**src/rtl/seq_player.sv**
```systemverilog
// Nibble sequence player: shows captured nibbles 0..round,
// each for STEP_TICKS cycles followed by GAP_TICKS blank cycles.
module seq_player #(
  parameter int unsigned STEP_TICKS = 3,
  parameter int unsigned GAP_TICKS  = 2
) (
  input  logic        clk,
  input  logic        R,
  input  logic        start,
  input  logic        abort,
  input  logic [63:0] seq,
  input  logic [3:0]  round,
  output logic [3:0]  nib,
  output logic        nib_valid,
  output logic [3:0]  idx,
  output logic        busy,
  output logic        done
);

  typedef enum logic [1:0] {
    IDLE,
    SHOW,
    GAP,
    DONE
  } state_t;

  localparam logic [23:0] STEP_M1 = 24'(STEP_TICKS - 1);
  localparam logic [23:0] GAP_M1  = 24'(GAP_TICKS - 1);

  state_t      st;
  logic [63:0] cseq;
  logic [3:0]  crnd;
  logic [23:0] cnt;

  // nibble i sits at bit offset 4*(15-i)
  function automatic logic [3:0] pick(
    input logic [63:0] s,
    input logic [3:0]  i
  );
    return s[{~i, 2'b00} +: 4];
  endfunction

  always_ff @(posedge clk or negedge R) begin
    if (!R) begin
      st        <= IDLE;
      cseq      <= '0;
      crnd      <= '0;
      cnt       <= '0;
      nib       <= '0;
      nib_valid <= 1'b0;
      idx       <= '0;
      busy      <= 1'b0;
      done      <= 1'b0;
    end else begin
      unique case (st)
        IDLE: begin
          done <= 1'b0;
          if (start) begin
            cseq      <= seq;
            crnd      <= round;
            idx       <= '0;
            cnt       <= STEP_M1;
            nib       <= seq[63:60];
            nib_valid <= 1'b1;
            busy      <= 1'b1;
            st        <= SHOW;
          end
        end
        SHOW: begin
          if (abort) begin
            nib       <= '0;
            nib_valid <= 1'b0;
            busy      <= 1'b0;
            st        <= IDLE;
          end else if (cnt == '0) begin
            cnt       <= GAP_M1;
            nib       <= '0;
            nib_valid <= 1'b0;
            st        <= GAP;
          end else begin
            cnt <= cnt - 24'd1;
          end
        end
        GAP: begin
          if (abort) begin
            busy <= 1'b0;
            st   <= IDLE;
          end else if (cnt == '0) begin
            if (idx < crnd) begin
              idx       <= idx + 4'd1;
              nib       <= pick(cseq, idx + 4'd1);
              nib_valid <= 1'b1;
              cnt       <= STEP_M1;
              st        <= SHOW;
            end else begin
              done <= 1'b1;
              st   <= DONE;
            end
          end else begin
            cnt <= cnt - 24'd1;
          end
        end
        DONE: begin
          done <= 1'b0;
          busy <= 1'b0;
          st   <= IDLE;
        end
        default: st <= IDLE;
      endcase
    end
  end

endmodule

```
**config.mk**
```make
export PLATFORM = sky130hd
export DESIGN_NAME = seq_player
export DESIGN_NICKNAME = d
export VERILOG_FILES = /design/src/rtl/seq_player.sv
export SDC_FILE = /design/constraint.sdc
export NUM_CORES = 1
export LEC_CHECK = 0
export BUFFER_PORTS_ARGS = -buffer_cell sky130_fd_sc_hd__buf_2
export CAP_MARGIN = 40
export CORE_ASPECT_RATIO = 0.7
export CORE_MARGIN = 2
export CORE_UTILIZATION = 35
export DETAILED_ROUTE_END_ITERATION = 8
export GPL_ROUTABILITY_DRIVEN = 0
export GPL_TIMING_DRIVEN = 0
export PLACE_DENSITY = 0.65
export RECOVER_POWER = 25
export SLEW_MARGIN = 0
export SYNTH_ARGS = -nofsm -noshare
export SYNTH_HDL_FRONTEND = slang
export SYNTH_SLANG_ARGS = --single-unit
```
**constraint.sdc**
```tcl
create_clock -name clk -period 2.2 [get_ports clk]
set_input_delay 0.44 -clock clk [delete_from_list [all_inputs] [get_ports clk]]
set_output_delay 0.44 -clock clk [all_outputs]
set_load 0.03 [all_outputs]
```
==> impl_metrics.env <==
export IMPL_synth_compound_area_frac=0.0942
export IMPL_fin_skew_ps=8.33
export IMPL_sw_frac_of_total=0.410
export IMPL_start_util=0.354
export IMPL_wl_per_cell_um=19.1
export IMPL_rsz0062_at_grt="true"
export IMPL_cp_slowest_cell="or4_4"
export IMPL_grt_max_degree=64
export IMPL_max_stage_delay_ps=530
export IMPL_fill_cells=1419
export IMPL_min_to="cseq[18]"
export IMPL_ant_nets=0
export IMPL_io_buffers=82
export IMPL_cp_start_kind="register"
export IMPL_fin_nets=644
export IMPL_grt_ovfl_total=0
export IMPL_finalHoldViolations=0
export IMPL_clockBufferDepth=2
export IMPL_grt_pass1_wl_mm=23.8
export IMPL_power_total_w=0.0113
export IMPL_cp_max_fo=4
export IMPL_synthSimpleGateAreaFrac=0.113
export IMPL_area_growth_pct=29.5
export IMPL_synthTopCellsByArea="dfrtp_1 49%, mux2_2 16%, mux4_2 6.7%, ha_1 2.5%, mux2i_1 2.0%"
export IMPL_die_h_um=108
export IMPL_slew_headroom=-0.0931
export IMPL_violations="max-capacitance violations, max-slew violations, negative setup slack"
export IMPL_syn_inst=446
export IMPL_final_setup_tns_ps=-80.9
export IMPL_drt_initial_drc_count=308
export IMPL_grt_pass1_vias=4310
export IMPL_hpwlAfterDp_mm=10.2
export IMPL_synth_fa_ha_area_frac=0.0254
export IMPL_yosysMostFrequentCell="dfrtp_1"
export IMPL_drc=0
export IMPL_syn_area_per_cell_um2=12.1
export IMPL_p_seq_frac=0.304
export IMPL_vias=4248
export IMPL_die_area_um2=16500
export IMPL_synth_top_family_by_area="multiplexers"
export IMPL_yosysUniqueCellTypes=47
export IMPL_hold_path_class="in2reg"
export IMPL_worst_path_stages=5
export IMPL_p_int_w=0.00666
export IMPL_p_per_area_nw_per_um2=1610
export IMPL_finalWorstSetupSlack_ps=-80.9
export IMPL_syn_cell_area_um2=5420
export IMPL_min_period_ps=2280
export IMPL_synth_edf_count=0
export IMPL_firstDrtPassIters=5
export IMPL_num_rows=38
export IMPL_clock_power_share=0.139
export IMPL_yosys_warnings=0
export IMPL_cts_root_buf="clkbuf_16"
export IMPL_r2r_setup_slack_ps=-80
export IMPL_crit_type="reg2reg"
export IMPL_max_slew_worst_pin_slew_ps=1640
export IMPL_r2r_cells=5
export IMPL_min_path_cells=2
export IMPL_ir_drop_mv=0.735
export IMPL_status="finished with violations"
export IMPL_ios=83
export IMPL_combPwrFrac=0.557
export IMPL_numCtsBuffers=9
export IMPL_slew_viol_final=63
export IMPL_htree_levels=3
export IMPL_stdcell_area_um2=7010
export IMPL_critPathTopFamily="simple AND/OR/NAND/NOR gates"
export IMPL_yosysTopAreaCellShare=0.485
export IMPL_grt_usage=0.184
export IMPL_p_leak_nw=3.07
export IMPL_synth_top_area_cell="dfrtp_1"
export IMPL_antenna_found_initial=1
export IMPL_timing_rr_end="cnt[13]"
export IMPL_cp_cell_sequence="or4_4 -> or3_4 -> or3_4 -> or4_4 -> nand3_2"
export IMPL_setup_viol=1
export IMPL_die_x_um=153
export IMPL_ys_top_cells_by_count="105 x dfrtp_1, 75 x mux2_2, 22 x nor3_1, 16 x inv_1, 16 x mux4_2"
export IMPL_max_freq_ghz=0.438
export IMPL_end_kind="register"
export IMPL_routed_wl_mm=14.7
export IMPL_placed_cell_area_um2=6120
export IMPL_crit_required_ps=2490
export IMPL_coreArea_um2=15300
export IMPL_power_switching_w=0.00463
export IMPL_tritoncts="built"
export IMPL_syn_num_nets=529
export IMPL_drv_cap=1
export IMPL_avgViaCountPerCell=5.53
export IMPL_cp_arrival_ps=2570
export IMPL_fin_crit_sh=1.04
export IMPL_cp_num_buf_inv=0
export IMPL_layout_drive_gt1_share=0.512
export IMPL_synth_ff_type="dfrtp_1"
export IMPL_clock_latency_ps=350
export IMPL_yosys_mux_area_fraction=0.243
export IMPL_synth_seq_cells=105
export IMPL_r2r_start="cnt[4]"
export IMPL_cts_reportedPaths_clkPinSlew_ps=80
export IMPL_synth_async_reset_ratio=1.00
export IMPL_min_from="seq[18]"
export IMPL_clock_sinks=105
export IMPL_yosysSeqAreaShare=0.485
export IMPL_final_util=0.458
export IMPL_synthXorXnorAreaFrac=0.00485
-- area by class of cell --
cell class	instances	area, um2	area share
Multi-Input combinational cell	301	2930	0.417
Sequential cell	105	2640	0.376
Timing Repair Buffer	110	691	0.0985
Tap cell	200	250	0.0357
Clock buffer	9	225	0.0321
Buffer	18	153	0.0218
Inverter	16	63.8	0.00910
Clock inverter	7	62.6	0.00892
Antenna cell	2	5.00	0.000714
-- power by group through the flow --
stage                     registers [W]  clock network (W)  logic (W)
after floorplan                 0.00333                  0    0.00369
after global placement          0.00334                  0    0.00483
after detailed placement        0.00339                  0    0.00498
after CTS                       0.00339            0.00160    0.00564
after global routing            0.00357            0.00170    0.00681
final                           0.00344            0.00157    0.00629
-- registers in the layout (all words and copies together), names as in the netlist --
signal     count
cseq          64
cnt           24
crnd           4
idx            4
nib            4
st             2
busy           1
done           1
nib_valid      1
-- kinds of logic after synthesis --
kind of cell | after synthesis
adders and majority gates | 11
and+or+nand+nor | 111
buffers and inverters | 40
AOI/OAI and AO/OA | 74
DFF | 105
xor gates and xnor gates | 3
muxes | 102
-- metrics by stage --
step	worst slack [ps]	hold WS, ps	cells
2_1_floorplan	-45.9	144	446
3_3_place_gp	-660	481	728
3_5_place_dp	-604	488	729
4_1_cts	-89.3	215	755
5_1_grt	-129	302	766
6_report	-80.9	312	768
-- per-layer routing --
layer	up-vias	track usage	routed length, um
met3	17	0.0465	873
met1	2158	0.257	6940
met4	0	0.0489	176
li1	1928	-	-
met2	145	0.286	6710
met5	-	0	0
-- cells in the final DEF (no fill, tap or decap), types with 3 or more instances in the layout --
cell	instances
o2111ai_1	6
a21oi_1	10
buf_1	4
nor3_2	4
mux4_2	16
mux2i_2	3
nand4_1	6
dfrtp_2	7
a211o_1	8
nor2b_1	7
nand3_2	3
or3_4	3
o21ai_1	3
o211ai_1	7
nor4_1	7
buf_6	4
nor3_1	17
buf_8	3
a22o_1	7
mux2_2	75
buf_12	4
nor2_1	11
a31oi_1	9
clkbuf_16	10
dfrtp_1	98
buf_2	85
nand3_1	7
clkbuf_2	3
mux2i_1	7
or3_1	3
inv_1	14
o21ai_0	10
ha_1	10
buf_4	22
nor4_4	7
nand2_1	8
inv_6	3
and3_1	4
nand2_2	3
-- timing repair --
| item | 4_1_cts | 5_1_grt |
|---|---|---|
| hold buffers | 0 | 0 |
| gates cloned | 0 | 1 |
| endpoints found under the setup margin | 56 | 29 |
| pin swaps | 1 | 9 |
| gates resized for setup | 56 | 48 |
| setup buffers | 13 | 13 |
-- worst max-delay path by stage --
stage | start | end | slack (ps)
after global routing | cnt[4] | cnt[13] | -130
after global placement | R | idx[1] | -660
final | cnt[4] | cnt[13] | -80
after detailed placement | cnt[10] | nib[1] | -600
after CTS | cnt[3] | cnt[13] | -90
after floorplan | cnt[3] | cnt[13] | -50
No activity file was read; power rests on OpenSTA's default activity.
